<file path="config.mk">
export PLATFORM = sky130hd
export DESIGN_NAME = elevator_scan_scheduler
export DESIGN_NICKNAME = d
export VERILOG_FILES = /design/src/rtl/elevator_pkg.sv /design/src/rtl/elevator_scan_pick.sv /design/src/rtl/elevator_scan_scheduler.sv
export SDC_FILE = /design/constraint.sdc
export NUM_CORES = 1
export LEC_CHECK = 0
export CORE_ASPECT_RATIO = 0.5
export CORE_MARGIN = 2
export CORE_UTILIZATION = 40
export DETAILED_ROUTE_END_ITERATION = 10
export GPL_ROUTABILITY_DRIVEN = 0
export PLACE_DENSITY = 0.68
export SLEW_MARGIN = 20
export SYNTH_ARGS = -nofsm -noshare
export SYNTH_HDL_FRONTEND = slang
export SYNTH_SLANG_ARGS = --single-unit
</file>
<file path="constraint.sdc">
create_clock -name clk -period 2.85 [get_ports clk]
set_clock_uncertainty 0.2 [all_clocks]
set_input_delay 0.4275 -clock clk [delete_from_list [all_inputs] [get_ports clk]]
set_output_delay 0.4275 -clock clk [all_outputs]
set_load 0.1 [all_outputs]
</file>
<file path="src/rtl/elevator_pkg.sv">
// Shared types and defaults for the elevator SCAN scheduler.
package elevator_pkg;

    typedef enum logic [1:0] {
        ST_IDLE = 2'd0,
        ST_MOVE = 2'd1,
        ST_DOOR = 2'd2
    } state_t;

    localparam logic [1:0] DIR_IDLE = 2'd0;
    localparam logic [1:0] DIR_UP   = 2'd1;
    localparam logic [1:0] DIR_DOWN = 2'd2;

    localparam int DEF_NUM_FLOORS = 8;
    localparam int DEF_FLOOR_W    = 3;
    localparam int DEF_MAX_WEIGHT = 900;

endpackage

</file>
<file path="src/rtl/elevator_scan_pick.sv">
// SCAN direction pick: keep going the current way while calls remain ahead,
// otherwise reverse; DIR_IDLE means no call is pending anywhere else.
module elevator_scan_pick
    import elevator_pkg::*;
#(
    parameter int NUM_FLOORS = DEF_NUM_FLOORS,
    parameter int FLOOR_W    = DEF_FLOOR_W
) (
    input  logic [FLOOR_W-1:0]    i_floor,
    input  logic [1:0]            i_dir,
    input  logic [NUM_FLOORS-1:0] i_pending,
    output logic [1:0]            o_next_dir
);

    logic w_above;
    logic w_below;

    always_comb begin
        w_above = 1'b0;
        w_below = 1'b0;
        for (int f = 0; f < NUM_FLOORS; f++) begin
            if (i_pending[f]) begin
                if (f > int'(i_floor)) w_above = 1'b1;
                if (f < int'(i_floor)) w_below = 1'b1;
            end
        end
    end

    always_comb begin
        o_next_dir = DIR_IDLE;
        if (i_dir == DIR_DOWN) begin
            if (w_below)      o_next_dir = DIR_DOWN;
            else if (w_above) o_next_dir = DIR_UP;
        end else begin
            if (w_above)      o_next_dir = DIR_UP;
            else if (w_below) o_next_dir = DIR_DOWN;
        end
    end

endmodule

</file>
<file path="src/rtl/elevator_scan_scheduler.sv">
// Elevator car sequencer: call latch, SCAN stop selection, travel/dwell timing
// and overweight hold. Define PARK_HOME_EN to return an idle car to floor 0.
module elevator_scan_scheduler
    import elevator_pkg::*;
#(
    parameter int NUM_FLOORS    = DEF_NUM_FLOORS,
    parameter int FLOOR_W       = DEF_FLOOR_W,
    parameter int TRAVEL_CYCLES = 16,
    parameter int DOOR_CYCLES   = 32,
    parameter int MAX_WEIGHT    = DEF_MAX_WEIGHT,
    parameter int PARK_CYCLES   = 64
) (
    input  logic                  clk,
    input  logic                  rst,
    input  logic                  req_valid,
    input  logic [FLOOR_W-1:0]    req_floor,
    input  logic [10:0]           weight,
    output logic [FLOOR_W-1:0]    out_floor,
    output logic [1:0]            direction,
    output logic                  moving,
    output logic                  door_open,
    output logic                  arrive,
    output logic                  complete,
    output logic                  over_weight,
    output logic [NUM_FLOORS-1:0] pending
);

    localparam int TMAX    = (TRAVEL_CYCLES > DOOR_CYCLES) ? TRAVEL_CYCLES : DOOR_CYCLES;
    localparam int TIMER_W = $clog2(TMAX + 1);

    if (TRAVEL_CYCLES < 2 || DOOR_CYCLES < 2 || PARK_CYCLES < 1) begin : g_param_chk
        $error("elevator_scan_scheduler: timing parameters out of range");
    end

    state_t                  r_state;
    logic [FLOOR_W-1:0]      r_floor;
    logic [1:0]              r_dir;
    logic                    r_moving;
    logic                    r_door;
    logic                    r_arrive;
    logic [NUM_FLOORS-1:0]   r_pending;
    logic [TIMER_W-1:0]      r_timer;

    logic [1:0]              w_pick;
    logic [FLOOR_W-1:0]      w_next_floor;
    logic                    w_req_ok;
    logic                    w_floor_call;
    logic                    w_over;
    logic                    w_expire;
    logic                    w_stop;
    logic [NUM_FLOORS-1:0]   w_set_mask;
    logic [NUM_FLOORS-1:0]   w_clr_mask;
    logic [NUM_FLOORS-1:0]   w_pend_nxt;

    elevator_scan_pick #(
        .NUM_FLOORS (NUM_FLOORS),
        .FLOOR_W    (FLOOR_W)
    ) u_pick (
        .i_floor    (r_floor),
        .i_dir      (r_dir),
        .i_pending  (r_pending),
        .o_next_dir (w_pick)
    );

    assign w_next_floor = (r_dir == DIR_DOWN) ? (r_floor - FLOOR_W'(1)) : (r_floor + FLOOR_W'(1));
    assign w_req_ok     = req_valid && (int'(req_floor) < NUM_FLOORS);
    // A call for the floor the car is standing at never enters the bitmap.
    assign w_floor_call = w_req_ok && (req_floor == r_floor) &&
                          ((r_state == ST_IDLE) || (r_state == ST_DOOR));
    assign w_over       = r_door && (int'(weight) > MAX_WEIGHT);
    assign w_expire     = (r_timer == TIMER_W'(1));
    assign w_stop       = (r_state == ST_MOVE) && w_expire && r_pending[w_next_floor];

    assign w_set_mask = (w_req_ok && !w_floor_call) ?
                        ({{(NUM_FLOORS-1){1'b0}}, 1'b1} << req_floor) : '0;
    assign w_clr_mask = w_stop ?
                        ({{(NUM_FLOORS-1){1'b0}}, 1'b1} << w_next_floor) : '0;
    assign w_pend_nxt = (r_pending | w_set_mask) & ~w_clr_mask;

`ifdef PARK_HOME_EN
    localparam int PARK_W = $clog2(PARK_CYCLES + 1);

    logic [PARK_W-1:0] r_park_cnt;
    logic              r_park;
    logic              w_park_cond;
    logic              w_park_go;

    assign w_park_cond = (r_state == ST_IDLE) && (r_pending == '0) && (r_floor != '0);
    assign w_park_go   = w_park_cond && (r_park_cnt >= PARK_W'(PARK_CYCLES - 1));

    always_ff @(posedge clk or posedge rst) begin
        if (rst) begin
            r_park_cnt <= '0;
        end else if (!w_park_cond) begin
            r_park_cnt <= '0;
        end else if (!w_park_go) begin
            r_park_cnt <= r_park_cnt + PARK_W'(1);
        end
    end
`endif

    always_ff @(posedge clk or posedge rst) begin
        if (rst) begin
            r_state   <= ST_IDLE;
            r_floor   <= '0;
            r_dir     <= DIR_IDLE;
            r_moving  <= 1'b0;
            r_door    <= 1'b0;
            r_arrive  <= 1'b0;
            r_pending <= '0;
            r_timer   <= '0;
`ifdef PARK_HOME_EN
            r_park    <= 1'b0;
`endif
        end else begin
            r_arrive  <= 1'b0;
            r_pending <= w_pend_nxt;
            case (r_state)
                ST_IDLE: begin
                    if (w_floor_call) begin
                        r_state  <= ST_DOOR;
                        r_door   <= 1'b1;
                        r_arrive <= 1'b1;
                        r_timer  <= TIMER_W'(DOOR_CYCLES);
                    end else if (w_pick != DIR_IDLE) begin
                        r_state  <= ST_MOVE;
                        r_dir    <= w_pick;
                        r_moving <= 1'b1;
                        r_timer  <= TIMER_W'(TRAVEL_CYCLES);
                    end
`ifdef PARK_HOME_EN
                    else if (w_park_go) begin
                        r_state  <= ST_MOVE;
                        r_dir    <= DIR_DOWN;
                        r_moving <= 1'b1;
                        r_park   <= 1'b1;
                        r_timer  <= TIMER_W'(TRAVEL_CYCLES);
                    end
`endif
                end
                ST_MOVE: begin
                    if (w_expire) begin
                        r_floor <= w_next_floor;
                        if (r_pending[w_next_floor]) begin
                            r_state  <= ST_DOOR;
                            r_door   <= 1'b1;
                            r_arrive <= 1'b1;
                            r_moving <= 1'b0;
                            r_timer  <= TIMER_W'(DOOR_CYCLES);
`ifdef PARK_HOME_EN
                            r_park   <= 1'b0;
`endif
                        end
`ifdef PARK_HOME_EN
                        // Parking yields to new calls at the floor boundary; IDLE re-picks.
                        else if (r_park && ((r_pending != '0) || (w_next_floor == '0))) begin
                            r_state  <= ST_IDLE;
                            r_dir    <= DIR_IDLE;
                            r_moving <= 1'b0;
                            r_park   <= 1'b0;
                        end
`endif
                        else begin
                            r_timer <= TIMER_W'(TRAVEL_CYCLES);
                        end
                    end else begin
                        r_timer <= r_timer - TIMER_W'(1);
                    end
                end
                ST_DOOR: begin
                    if (w_floor_call || w_over) begin
                        r_timer <= TIMER_W'(DOOR_CYCLES);
                    end else if (w_expire) begin
                        r_door <= 1'b0;
                        if (w_pick == DIR_IDLE) begin
                            r_state <= ST_IDLE;
                            r_dir   <= DIR_IDLE;
                        end else begin
                            r_state  <= ST_MOVE;
                            r_dir    <= w_pick;
                            r_moving <= 1'b1;
                            r_timer  <= TIMER_W'(TRAVEL_CYCLES);
                        end
                    end else begin
                        r_timer <= r_timer - TIMER_W'(1);
                    end
                end
                default: r_state <= ST_IDLE;
            endcase
        end
    end

    assign out_floor   = r_floor;
    assign direction   = r_dir;
    assign moving      = r_moving;
    assign door_open   = r_door;
    assign arrive      = r_arrive;
    assign over_weight = w_over;
    assign pending     = r_pending;
    assign complete    = (r_state == ST_IDLE) && (r_pending == '0);

endmodule

</file>
==> flow_summary.json <==
{
  "synth_ff_type": "dfrtp_1",
  "routed_via_density": 5.55,
  "setup-tns-final_ps": 0,
  "die_x_um": 99.3,
  "synth-edff-count": 0,
  "root_buffer": "clkbuf_8",
  "core_area_sq_mm": 0.00438,
  "ys_ff_latch": 24,
  "io_pins": 35,
  "start_util_pct": 41.5,
  "drtIter0Drc": 79,
  "syn_inst": 210,
  "grt_max_degree": 25,
  "placed_area_sq_mm": 0.00224,
  "r2r_slack_ps": 170,
  "fin_crit_ps": 2680,
  "rsz0062_at_grt": "no",
  "cts_max_level": 1,
  "drv_slew": 0,
  "postLayoutSetupSlackWorst_ps": 169,
  "rows": 17,
  "clk_latency_ps": 270,
  "max_freq_mhz": 373,
  "grt_pass1_vias": 1682,
  "endpoint_kind": "register",
  "synthArstFlopShare_pct": 100,
  "hpwl_um": 3570,
  "numCtsBuffers": 3,
  "dp_cells": 303,
  "fin_area_sq_mm": 0.00229,
  "ys_seq_area_share_pct": 33.0,
  "pre_cts_ws_ps": 147,
  "synth_warnings": 0,
  "dieArea_sq_mm": 0.00513,
  "num_vias": 1703,
  "status": "complete, no violations",
  "worstSetupStartpointType": "register",
  "holdWs_ps": 298,
  "cts.sinks": 24,
  "syn_area_sq_mm": 0.00182,
  "syn_area_per_cell_sq_um": 8.66,
  "wl_per_cell_um": 15.1,
  "dr.pass1.iters": 4,
  "total_power_mw": 2.57,
  "drv_cap": 0,
  "drive_above_1_share_pct": 18.4,
  "antenna_found_initial": 0,
  "finalNonFillerCells": 307,
  "cp.required_ps": 2850,
  "drc": 0,
  "cts_tree": "yes",
  "grt_remaining_overflow": 0,
  "p_leak_nw": 0.970,
  "n_antenna_cell": 0,
  "worst_slew_pin_slew_ps": 515,
  "hold_class": "input pin to asynchronous set/reset pin",
  "grt_pass1_wl_um": 7750,
  "ant_nets": 0,
  "cts_resized": 0,
  "nFillCells": 423,
  "cts.hold.buffers_added": 0,
  "final-hold-violation-count": 0,
  "areaGrowthSynthToFinish_pct": 25.9,
  "powerDensity_mw_per_mm2": 1120,
  "worstSetupPathType": "register to register",
  "cts_setup_buffers": 0,
  "min_period_over_period_pct": 94.1,
  "slew_headroom_pct": 65.4,
  "track_usage_pct": 18.7,
  "syn-num-nets": 237,
  "die_h_um": 51.7,
  "clockBufferDepth": 2,
  "setup_violations": 0,
  "path_max_fanout": 7,
  "totalWireLength_um": 4650,
  "ir_worst_vdd_uv": 528,
  "fin_nets": 278,
  "fin_util_pct": 52.3,
  "io_buffers": 34,
  "arrival_ps": 2680,
  "synth.distinct_cells": 46,
  "clkTransAtPathRegs_ps": 90
}
worst paths after layout:
kind,start,end,depth (start not counted)
max in group asynchronous,rst,out_floor[0]$_DFFE_PP0P_,3
min in group clk,moving$_DFFE_PP0P_,moving$_DFFE_PP0P_,2
worst min-delay path,rst,pending[2]$_DFF_PP0_,3
worst max-delay path,out_floor[0]$_DFFE_PP0P_,moving$_DFFE_PP0P_,8
worst min register to register,moving$_DFFE_PP0P_,moving$_DFFE_PP0P_,2
worst max register to register,out_floor[0]$_DFFE_PP0P_,moving$_DFFE_PP0P_,8
cells in the final DEF (no fill, tap or decap), drive strengths merged, types with 2 or more instances in the layout:
cell,instances
nand3,5
buf,26
clkbuf,4
nor3,7
mux2i,3
o2bb2ai,3
and3,2
xnor2,5
nand2b,4
xor2,2
mux4,2
o31ai,2
and4,2
a21o,4
o21ai,17
o211ai,3
a31oi,10
mux2,2
a21oi,19
o22ai,2
dfrtp,24
nor2,20
nor4,3
clkdlybuf4s50,16
and2,3
o41ai,2
nand4,2
ha,10
nand2,17
nor2b,7
inv,11
area by class of cell:
| class | instances | area (sq um) | share of cell area [%] |
|---|---|---|---|
| clock buffers | 4 | 45.0 | 1.97 |
| inverters | 11 | 41.3 | 1.80 |
| multi-input cells | 169 | 1150 | 50.4 |
| flip-flops and latches | 24 | 611 | 26.7 |
| well taps | 57 | 71.3 | 3.11 |
| repair buffers | 42 | 368 | 16.1 |
registers in the layout, summed over array words and instances, names as in the netlist:
register,cells
out_floor,3
arrive,1
direction,2
r_timer,6
pending,8
door_open,1
moving,1
r_state,2
report_power, final:
| part | switching (mW) | internal, mW |
|---|---|---|
| Combinational | 1.15 | 0.618 |
| Sequential | 0.132 | 0.451 |
| Clock | 0.112 | 0.100 |
kinds of logic after synthesis:
| logic type | share of synthesized area (%) |
|---|---|
| AO/OA/AOI/OAI | 24.0 |
| XOR/XNOR | 4.40 |
| adder cells (fa/ha/maj) | 6.88 |
| buffers and inverters | 4.13 |
| flip-flops | 33.0 |
| multiplexers | 5.57 |
| AND/OR/NAND/NOR | 22.0 |
critical path, cell delays in order, from the launching register on:
cell and delay (ps):
dfrtp_4 500, inv_1 160, ha_2 350, xor2_4 210, mux2i_1 160, or3_4 350
a31o_4 280, a211oi_2 210, mux2i_1 190
per-layer routing:
| layer | vias up | global-route usage [%] | routed length [um] |
|---|---|---|---|
| met5 | - | 0 | 0 |
| met4 | 0 | 4.34 | 28 |
| met3 | 4 | 3.49 | 292 |
| met2 | 56 | 31.8 | 2190 |
| met1 | 801 | 25.2 | 2140 |
| li1 | 842 | - | - |
cells in the mapped netlist, types with 4 or more instances:
cell,n,area [sq um]
xnor2_1,5,43.8
a21o_1,4,30.0
a31oi_1,10,62.6
nand3_1,5,25.0
nand2_1,17,63.8
o21ai_0,17,85.1
a21oi_1,18,90.1
nor3_1,7,35.0
ha_1,10,125
nor2_1,20,75.1
dfrtp_1,24,601
nor2b_1,6,37.5
inv_1,11,41.3
nand2b_1,4,25.0
No activity file was read; power rests on OpenSTA's default activity.
